==> src/rtl/e203_ifu_bht.sv <==
`default_nettype none
// =============================================================================
// Module   : e203_ifu_bht
// Brief    : Bimodal branch history table of 2-bit saturating counters that
//            feeds a zero-latency taken prediction to the IFU Lite-BPU.
// Revision : 1.0 - initial release
// =============================================================================
module e203_ifu_bht #(
    parameter int         PC_W     = 32,
    parameter int         IDX_W    = 6,
    parameter logic [1:0] CTR_INIT = 2'b01
) (
    input  logic            clk,
    input  logic            rst,
    input  logic            lkp_valid,
    input  logic [PC_W-1:0] lkp_pc,
    output logic            lkp_taken,
    output logic            ready,
    input  logic            upd_valid,
    input  logic [PC_W-1:0] upd_pc,
    input  logic            upd_taken,
    input  logic            upd_mis,
    input  logic            clr,
    output logic [15:0]     mis_cnt
);

    localparam int               c_ENTRIES  = 1 << IDX_W;
    localparam logic [IDX_W-1:0] c_LAST_IDX = {IDX_W{1'b1}};

    typedef enum logic [0:0] {
        ST_INIT = 1'b0,
        ST_RUN  = 1'b1
    } state_t;

    state_t           r_state;
    state_t           w_state_nxt;
    logic [IDX_W-1:0] r_init_ptr;
    logic [1:0]       r_ctr [c_ENTRIES];
    logic [15:0]      r_mis_cnt;

    logic [IDX_W-1:0] w_lkp_idx;
    logic [IDX_W-1:0] w_upd_idx;
    logic             w_init_wr;
    logic             w_upd_en;
    logic [1:0]       w_upd_old;
    logic [1:0]       w_upd_new;
    logic             w_unused;

    // Bit 0 is always zero for legal PCs; bit 1 distinguishes RVC halfwords.
    assign w_lkp_idx = lkp_pc[IDX_W:1];
    assign w_upd_idx = upd_pc[IDX_W:1];
    assign w_unused  = ^{lkp_pc[PC_W-1:IDX_W+1], lkp_pc[0],
                         upd_pc[PC_W-1:IDX_W+1], upd_pc[0]};

    assign ready     = (r_state == ST_RUN);
    assign lkp_taken = lkp_valid & ready & r_ctr[w_lkp_idx][1];
    assign mis_cnt   = r_mis_cnt;

    assign w_init_wr = ~rst & (r_state == ST_INIT);
    assign w_upd_en  = ~rst & upd_valid & ready & ~clr;
    assign w_upd_old = r_ctr[w_upd_idx];

    always_comb begin
        w_upd_new = w_upd_old;
        if (upd_taken) begin
            if (w_upd_old != 2'b11) w_upd_new = w_upd_old + 2'b01;
        end else begin
            if (w_upd_old != 2'b00) w_upd_new = w_upd_old - 2'b01;
        end
    end

    always_comb begin
        w_state_nxt = r_state;
        case (r_state)
            ST_INIT: if (!clr && (r_init_ptr == c_LAST_IDX)) w_state_nxt = ST_RUN;
            ST_RUN:  if (clr) w_state_nxt = ST_INIT;
            default: w_state_nxt = ST_INIT;
        endcase
    end

    always_ff @(posedge clk) begin
        if (rst) r_state <= ST_INIT;
        else     r_state <= w_state_nxt;
    end

    // The pointer wraps to zero on the last init write, so RUN always holds 0.
    always_ff @(posedge clk) begin
        if (rst || clr)              r_init_ptr <= '0;
        else if (r_state == ST_INIT) r_init_ptr <= r_init_ptr + 1'b1;
    end

    // Table contents are left unreset; INIT defines every entry before use.
    always_ff @(posedge clk) begin
        if (w_init_wr)     r_ctr[r_init_ptr] <= CTR_INIT;
        else if (w_upd_en) r_ctr[w_upd_idx]  <= w_upd_new;
    end

    always_ff @(posedge clk) begin
        if (rst)
            r_mis_cnt <= '0;
        else if (w_upd_en && upd_mis && (r_mis_cnt != 16'hFFFF))
            r_mis_cnt <= r_mis_cnt + 16'd1;
    end

endmodule
`default_nettype wire
==> config.mk <==
export PLATFORM = sky130hd
export DESIGN_NAME = e203_ifu_bht
export DESIGN_NICKNAME = d
export VERILOG_FILES = /design/src/rtl/e203_ifu_bht.sv
export SDC_FILE = /design/constraint.sdc
export NUM_CORES = 1
export LEC_CHECK = 0
export ABC_CLOCK_PERIOD_IN_PS = 6800
export BUFFER_PORTS_ARGS = -buffer_cell sky130_fd_sc_hd__clkbuf_2
export CAP_MARGIN = 10
export CORE_UTILIZATION = 45
export DETAILED_ROUTE_END_ITERATION = 10
export SLEW_MARGIN = 10
export SYNTH_ARGS = -nofsm -noshare
export SYNTH_HDL_FRONTEND = slang
export SYNTH_SLANG_ARGS = --single-unit
==> constraint.sdc <==
create_clock -name clk -period 6.8 [get_ports clk]
set_input_delay 1.36 -clock clk [delete_from_list [all_inputs] [get_ports clk]]
set_output_delay 1.36 -clock clk [all_outputs]
set_load 0.02 [all_outputs]
==> flow_summary.yaml, run 1 <==
logic_synthesis:
  synth_fp_nets: 557
  synth_warnings: 0
  synth_area_um2: 6979
  ys_ff_latch: 151
  yosysTopAreaCell: "edfxtp_1"
  synth_edf_count: 128
  synth_area_leaders: "edfxtp_1 (55%), mux4_2 (17%), dfxtp_1 (6.6%)"
  netlist_instances: 484
  synth_top_area_share_pct: 55.07
  synth.avg_cell_area_um2: 14.42
  yosysSeqAreaShare_pct: 61.67
  synth_top_flop_cell: "edfxtp_1"
  synth_cell_types: 43
  async_flop_share_pct: 0
hold_path:
  hp-class: "flop to flop"
  worstHoldEndpoint: "mis_cnt[1]"
  min-delay-start: "mis_cnt[1]"
  worstHoldPathCells: 2
clock_tree:
  cts_resized: 0
  post_cts_buffers: 0
  clk_path_buf_depth: 2
  clk_pin_slew_ns: 0.06
  cts_inserted_buffers: 17
  cts-root-buf: "clkbuf_16"
  cts_hold_repair.buffers: 0
  clk_latency_ns: 0.43
  cts_max_level: 4
  cts_sinks: 151
  cts_tree: "yes"
global_route:
  grt_pass1_wl_mm: 24.72
  grt_pass1_vias: 4290
  grt_overflow_total: 0
  grt.total_usage_pct: 21.81
  grt_max_degree: 49
  grt_antenna_before_repair: 0
worst_setup_path:
  cp_common_cell: "mux4_2"
  crit_family: "multiplexers"
  path_class: "primary input to output port"
  worstSetupStartpointType: "primary input"
  crit_slowest_cell: "mux4_2"
  cp-end-kind: "output port"
  reg2reg_to: "r_ctr[2][1]"
  cp_cell_sequence: "clkbuf_2 > mux4_2 > mux4_2 > mux4_2 > and3_1 > clkbuf_2"
  path_buf_inv: 2
  arrival_ns: 3.97
  rrSetupSlack_ns: 3.92
  max_stage_delay_ns: 0.62
  reg2reg_depth: 7
  worstPathRequired_ns: 5.44
  r2r_start: "r_ctr[7][1]"
  critPathMaxFanout: 16
placement:
  gp_congestion: 0.8023
  io_buffers: 36
  post_dp_cell_area_um2: 7355
  placed_cells: 688
  pre_cts_ws_ns: 1.472
  dp_hpwl_mm: 10.59
floorplan:
  initial_core_util_pct: 46.08
  die_x_um: 126.5
  fp.dieH_um: 126.5
  fp.dieArea_um2: 16010
  rows: 45
  io_pins: 89
  core_area_um2: 15150
timing:
  hold_ws_ns: 0.5129
  slew_violations: 0
  period_needed_ns: 5.328
  max_freq_ghz: 0.1877
  hold_violations: 0
  fin_skew_ns: 0.01083
  setup_viol: 0
  tightest_slew_ns: 1.042
  rsz0062_at_grt: "false"
  period_share_pct: 78.35
  final.setup.tns_ns: 0
  fin_ws_ns: 1.472
  maxSlewHeadroom_pct: 30.50
layout:
  multi_input_area_um2: 2591
  final_cells: 720
  final_core_util_pct: 52.42
  regArea_um2: 4304
  diodes: 0
  fillCellCount: 1235
  finalInstanceArea_um2: 7940
  fin_nets: 592
  layout-drive-gt1-share_pct: 23.68
  syn_to_final_growth_pct: 13.77
drt:
  routed_wl_mm: 16.09
  vias: 4341
  first_pass_iters: 5
  wl_per_cell_um: 22.34
  drtAntennaViolNets: 0
  drc: 0
  drt_iter0_drc: 347
  viasPerCell: 6.029
outcome:
  status: "finished clean"
pwr:
  leakage_nw: 2.514
  cellPowerDensity_nw_per_um2: 251.9
  finalPower_mw: 2.000
  ir_drop_uv: 177.1
flow_run:
  maxCapViolCount: 0
==> cell usage in the layout, fill, tap and decap left out, types with 7 or more instances in the layout <==
cell	synthesis	final
nand3_1	12	12
edfxtp_1	128	128
clkbuf_2	0	36
a22oi_1	15	15
nor2_1	94	94
nand2_1	30	30
xor2_1	12	12
nand2b_1	7	7
mux4_2	53	53
clkbuf_16	0	17
dfxtp_1	23	23
nand4_1	7	7
a21oi_1	11	11
o21ai_0	8	7
==> worst max-delay path by stage <==
stage / end / cells after the start / slack, ns / start
after floorplan: r_ctr[0][0] / 8 / 0.52 / upd_pc[2]
after global placement: lkp_taken / 6 / 1.47 / lkp_pc[1]
after detailed placement: lkp_taken / 6 / 1.47 / lkp_pc[1]
after CTS: lkp_taken / 6 / 1.46 / lkp_pc[1]
after global routing: lkp_taken / 6 / 1.38 / lkp_pc[1]
final: lkp_taken / 6 / 1.47 / lkp_pc[1]
==> Yosys cell counts (all sizes together) (9+ instances only) <==
master  instances
edfxtp        128
nor2           94
mux4           53
nand2          30
dfxtp          23
clkbuf         16
a22oi          15
nand3          12
xor2           12
a21oi          11
buf             9
o21ai           9
==> cells by family (layout without fill, tap and decap cells) <==
| kind of cell | after synthesis | count (layout) | share of synthesized area (%) |
|---|---|---|---|
| muxes | 57 | 57 | 17.69 |
| and+or+nand+nor | 179 | 179 | 11.56 |
| DFF | 151 | 151 | 61.67 |
| xor gates and xnor gates | 18 | 18 | 2.259 |
| adders and majority gates | 2 | 2 | 0.3585 |
| AOI/OAI and AO/OA | 50 | 50 | 4.697 |
| buffers and inverters | 27 | 75 | 1.757 |
==> worst min-delay path, delay by kind of cell (launching register included) <==
| kind | cells | cell delay (ns) |
|---|---|---|
| and+or+nand+nor | 1 | 0.07 |
| AOI/OAI and AO/OA | 1 | 0.05 |
| DFF | 1 | 0.34 |
==> where the power goes <==
part	total, mW	internal [mW]	switching (mW)
clock	0.934	0.582	0.352
combinational	0.0731	0.0275	0.0456
sequential	0.993	0.991	0.00137
total	2.00	1.60	0.399
==> state kept, by name, indices dropped and copies added, names as in the netlist <==
| register | flops |
|---|---|
| mis_cnt | 16 |
| r_ctr | 128 |
| r_init_ptr | 6 |
| ready | 1 |
==> routing by layer <==
layer,GRT usage [%],wire [um],up-vias
met5,0,0,-
met4,9.639,422,0
met3,4.892,805,38
met2,37.08,8259,133
met1,26.81,6601,2220
li1,-,-,1950
==> final cells by class <==
type,count,share of cell area [%]
clock inverters,10,1.639
repair buffers,41,2.742
clock buffers,22,5.720
inverters,2,0.09455
flip-flops and latches,151,54.21
well taps,188,2.962
multi-input cells,306,32.63
No activity file was read; power rests on OpenSTA's default activity.
==> run 2: changes to the inputs <==
--- a/config.mk
+++ b/config.mk
@@ -5,11 +5,13 @@
 export SDC_FILE = /design/constraint.sdc
 export NUM_CORES = 1
 export LEC_CHECK = 0
-export ABC_CLOCK_PERIOD_IN_PS = 6800
+export ABC_AREA = 1
+export ABC_CLOCK_PERIOD_IN_PS = 4500
 export BUFFER_PORTS_ARGS = -buffer_cell sky130_fd_sc_hd__clkbuf_2
 export CAP_MARGIN = 10
 export CORE_UTILIZATION = 45
 export DETAILED_ROUTE_END_ITERATION = 10
+export PLACE_DENSITY = 0.67
 export SLEW_MARGIN = 10
 export SYNTH_ARGS = -nofsm -noshare
 export SYNTH_HDL_FRONTEND = slang
==> constraint.sdc (replaced) <==
create_clock -name clk -period 4.5 [get_ports clk]
set_input_delay 0.9 -clock clk [delete_from_list [all_inputs] [get_ports clk]]
set_output_delay 0.9 -clock clk [all_outputs]
set_load 0.02 [all_outputs]
==> flow_summary.yaml, run 2 <==
outcome:
  status: "finished clean"
logic_synthesis:
  synth_top_flop_cell: "edfxtp_1"
  netlist_instances: 818
  yosysTopAreaCell: "edfxtp_1"
  async_flop_share_pct: 0
  synth_warnings: 0
  synth_cell_types: 30
  synth_area_um2: 7286
  yosysSeqAreaShare_pct: 59.08
  synth.avg_cell_area_um2: 8.907
  synth.most_common_cell: "nand2_1"
  synth_edf_count: 128
  synthTopCellsByCount: "nand2_1 (226), nand3_1 (139), edfxtp_1 (128)"
  synth_top_area_share_pct: 52.76
  synth_fp_nets: 891
  ys_ff_latch: 151
  synth_area_leaders: "edfxtp_1 (53%), nand2_1 (12%), nand3_1 (9.5%)"
layout:
  largest_reg_flops: 128
  layout-drive-gt1-share_pct: 11.18
  syn_to_final_growth_pct: 13.89
  final_common_cell: "nand2_1"
  final_cell_mix: "nand2_1 (225), nand3_1 (139), edfxtp_1 (128)"
  diodes: 0
  fillCellCount: 1439
  multi_input_area_um2: 2671
  fin_nets: 928
  top_register: "r_ctr"
  regArea_um2: 4304
  final_core_util_pct: 52.43
clock_tree:
  cts-root-buf: "clkbuf_16"
  cts_hold_repair.buffers: 0
  cts_inserted_buffers: 17
  clk_path_buf_depth: 2
  cts_tree: "yes"
  clk_latency_ns: 0.42
  clk_pin_slew_ns: 0.06
  cts_max_level: 4
  cts_resized: 0
  post_cts_buffers: 0
  cts_sinks: 151
floorplan:
  fp.dieH_um: 129.2
  die_x_um: 129.2
  io_pins: 89
  rows: 46
  core_area_um2: 15830
  initial_core_util_pct: 46.03
  fp.dieArea_um2: 16700
timing:
  period_share_pct: 81.06
  setup_viol: 0
  final.setup.tns_ns: 0
  maxSlewHeadroom_pct: 49.65
  rsz0062_at_grt: "false"
  fin_skew_ns: 0.007953
  period_needed_ns: 3.648
  fin_ws_ns: 0.8525
  tightest_slew_ns: 0.7544
  hold_violations: 0
  slew_violations: 0
  max_freq_ghz: 0.2742
drt:
  viasPerCell: 5.536
  vias: 6001
  routed_wl_mm: 18.55
  drt_iter0_drc: 526
  drc: 0
  drtAntennaViolNets: 0
  first_pass_iters: 7
  wl_per_cell_um: 17.11
placement:
  dp_hpwl_mm: 11.97
  gp_congestion: 0.8501
  pre_cts_ws_ns: 0.8032
  io_buffers: 36
pwr:
  leakage_nw: 3.167
  cellPowerDensity_nw_per_um2: 368.8
  finalPower_mw: 3.060
  ir_drop_uv: 299.3
global_route:
  grt_pass1_wl_mm: 28.06
  grt_max_degree: 65
  grt_overflow_total: 0
  grt.total_usage_pct: 23.01
  grt_pass1_vias: 5381
  grt_antenna_before_repair: 0
worst_setup_path:
  critPathMaxFanout: 20
  arrival_ns: 2.75
  path_class: "primary input to output port"
  cp-end-kind: "output port"
  worstPathRequired_ns: 3.60
  worstSetupStartpointType: "primary input"
hold_path:
  hp-class: "flop to flop"
flow_run:
  maxCapViolCount: 0
## run 2: final cells by class
type,count,area share [%]
clock buffers,26,6.544
clock inverters,6,0.3920
inverters,41,1.855
multi-input cells,589,32.19
flip-flops and latches,151,51.87
well taps,216,3.257
repair buffers,55,3.890
## run 2: worst max-delay path: stages
cell	delay, ns
clkbuf_2	0.30
buf_4	0.34
nor2_1	0.07
nor2_1	0.10
o21ai_0	0.13
o211ai_1	0.11
nand3_1	0.15
nand3_1	0.12
nand3_1	0.07
a21oi_1	0.24
clkbuf_2	0.22
## run 2: kinds of logic after synthesis
kind of cell,Yosys count,synth area share (%)
AOI/OAI and AO/OA,78,6.165
DFF,151,59.08
buffers and inverters,78,4.396
and+or+nand+nor,508,29.90
adders and majority gates,2,0.3434
xor gates and xnor gates,1,0.1202
## run 2: power breakdown
| part | total [mW] | internal [mW] | switching [mW] | leakage [nW] |
|---|---|---|---|---|
| clock | 1.37 | 0.831 | 0.535 | 0.288 |
| combinational | 0.195 | 0.0569 | 0.138 | 1.51 |
| sequential | 1.50 | 1.50 | 0.00149 | 1.37 |
| total | 3.06 | 2.39 | 0.675 | 3.17 |
## run 2: path summary, 6_finish.rpt
kind	cells past startpoint	slack, ns	from	end
worst max-delay path	11	0.85	lkp_pc[1]	lkp_taken
worst max register to register	4	1.95	ready	r_ctr[20][0]
worst min-delay path	2	0.46	r_init_ptr[5]	ready
worst min register to register	2	0.46	r_init_ptr[5]	ready
## run 2: per-layer routing
metal	GRT usage, %	vias to the layer above	part of all wire, %
met5	0	-	0
met4	10.93	0	3.2
met3	4.170	48	6.0
met2	38.90	208	49
met1	28.63	2839	42
li1	-	2906	-
## run 2: stage by stage
| stage | cells | cell area (um^2) | hold WS (ns) |
|---|---|---|---|
| floorplan | 818 | 7286 | 0.4391 |
| global placement | 1052 | 7722 | 0.4538 |
| detailed placement | 1052 | 7722 | 0.4586 |
| CTS | 1084 | 8298 | 0.4669 |
| global route | 1084 | 8298 | 0.4871 |
| finish | 1084 | 8298 | 0.4620 |
==> run 3: changes to the inputs <==
--- a/config.mk
+++ b/config.mk
@@ -6,7 +6,7 @@
 export NUM_CORES = 1
 export LEC_CHECK = 0
 export ABC_AREA = 1
-export ABC_CLOCK_PERIOD_IN_PS = 4500
+export ABC_CLOCK_PERIOD_IN_PS = 3100
 export BUFFER_PORTS_ARGS = -buffer_cell sky130_fd_sc_hd__clkbuf_2
 export CAP_MARGIN = 10
 export CORE_UTILIZATION = 45
==> constraint.sdc (replaced) <==
create_clock -name clk -period 3.1 [get_ports clk]
set_input_delay 0.62 -clock clk [delete_from_list [all_inputs] [get_ports clk]]
set_output_delay 0.62 -clock clk [all_outputs]
set_load 0.02 [all_outputs]
==> flow_summary.yaml, run 3 (synthesis results as in run 2) <==
outcome:
  status: "finished clean"
flow_run:
  maxCapViolCount: 0
drt:
  vias: 6028
  wl_per_cell_um: 16.96
  first_pass_iters: 6
  drtAntennaViolNets: 0
  viasPerCell: 5.475
  drt_iter0_drc: 624
  routed_wl_mm: 18.67
  drc: 0
floorplan:
  initial_core_util_pct: 46.03
  io_pins: 89
  fp.dieH_um: 129.2
  die_x_um: 129.2
  rows: 46
  fp.dieArea_um2: 16700
  core_area_um2: 15830
worst_setup_path:
  cp-end-kind: "output port"
  critPathMaxFanout: 15
  arrival_ns: 2.26
  path_class: "primary input to output port"
  worstSetupStartpointType: "primary input"
  worstPathRequired_ns: 2.48
layout:
  final_common_cell: "nand2_1"
  layout-drive-gt1-share_pct: 13.33
  final_cell_mix: "nand2_1 (225), nand3_1 (139), edfxtp_1 (128)"
  diodes: 0
  top_register: "r_ctr"
  final_cells: 1101
  syn_to_final_growth_pct: 18.07
  fin_nets: 945
  final_core_util_pct: 54.35
  largest_reg_flops: 128
global_route:
  grt_use_met3_pct: 4.624
  grt_antenna_before_repair: 0
  grt_max_degree: 45
  grt_pass1_wl_mm: 29.10
  grt_pass1_vias: 5665
  use_met1_pct: 29.09
  grt.total_usage_pct: 23.99
  grt_overflow_total: 0
  use_met2_pct: 40.54
  busiest_layer: "met2"
placement:
  placed_cells: 1069
  io_buffers: 36
  gp_congestion: 0.8715
  dp_hpwl_mm: 12.04
clock_tree:
  cts_inserted_buffers: 17
  clk_path_buf_depth: 2
  cts_sinks: 151
  cts_hold_repair.buffers: 0
  post_cts_buffers: 0
  clk_pin_slew_ns: 0.06
  cts_tree: "yes"
  cts-root-buf: "clkbuf_16"
  cts_max_level: 4
  clk_latency_ns: 0.43
hold_path:
  hp-class: "flop to flop"
pwr:
  switching_share_pct: 20.80
  p_int_mw: 3.780
  power_switching_mw: 0.9927
  clkPwrFrac_pct: 48.1
  cellPowerDensity_nw_per_um2: 554.8
  finalPower_mw: 4.772
  power_frac_comb_pct: 6.3
  leakage_nw: 3.303
  seqPwrFrac_pct: 45.6
  ir_drop_uv: 390.5
timing:
  maxSlewHeadroom_pct: 37.07
  rsz0062_at_grt: "false"
  slew_violations: 0
  setup_viol: 0
  max_freq_ghz: 0.3473
  fin_skew_ns: 0.006822
  hold_violations: 0
  period_share_pct: 92.87
  period_needed_ns: 2.879
  hold_ws_ns: 0.4626
  tightest_slew_ns: 0.9417
## run 3: cell types whose count changed in the layout (fill, tap and decap cells not counted), moves of 2 or more
cell | previous run | this run
buf_4 | 19 | 29
buf_12 | 0 | 7
bufinv_16 | 0 | 6
clkbuf_16 | 20 | 17
clkinvlp_4 | 0 | 3
inv_4 | 3 | 0
clkbuf_1 | 4 | 2
clkbuf_8 | 2 | 0
clkinv_4 | 0 | 2
## run 3: layout make-up
class | count | area [um^2]
Timing Repair Buffer | 72 | 538.0
Sequential cell | 151 | 4304
Clock buffer | 19 | 432.9
Inverter | 41 | 157.7
Fill cell | 1422 | 7226
Clock inverter | 13 | 227.7
Tap cell | 216 | 270.3
Multi-Input combinational cell | 589 | 2671
## run 3: repair_timing
item / CTS / global route
endpoints found under the setup margin: 0 / 1
gates resized for setup: 0 / 1
hold endpoints to repair: 0 / 0
## run 3: routing by layer
metal	vias up	wire (um)
met3	43	1454
met4	0	594
met1	2799	7424
met5	-	0
li1	2938	-
met2	248	9199
## run 3: final timing paths
path,startpoint,to,slack (ns),depth (start not counted)
worst max-delay path,lkp_pc[2],lkp_taken,0.22,10
worst min-delay path,r_init_ptr[5],ready,0.46,2
worst max register to register,r_ctr[63][1],r_ctr[18][1],0.68,11
worst min register to register,r_init_ptr[5],ready,0.46,2
## run 3: power by group through the flow
| stage | clock, mW | combinational [mW] | sequential [mW] |
|---|---|---|---|
| floorplan | 0 | 0.184 | 2.22 |
| global placement | 0 | 0.295 | 2.22 |
| detailed placement | 0 | 0.297 | 2.22 |
| CTS | 2.32 | 0.299 | 2.18 |
| global route | 2.41 | 0.334 | 2.18 |
| finish | 2.29 | 0.302 | 2.18 |
## run 3: stage by stage
stage                     instance area [um^2]  TNS [ns]  setup WS (ns)
after floorplan                           7288         0        0.08718
after global placement                    7938   -0.3363       -0.02596
after detailed placement                  7938    -1.346       -0.07054
after CTS                                 8598         0         0.1977
after global routing                      8602         0        0.08665
final                                     8602         0         0.2209
## run 3: critical path: stages
cell and delay, ns:
clkbuf_2 0.12, clkinvlp_4 0.32, nand3_1 0.19, nand2_1 0.08
a21oi_1 0.12, o31ai_1 0.11, nand3_1 0.16, nand3_1 0.11
a21oi_1 0.21, clkbuf_2 0.21
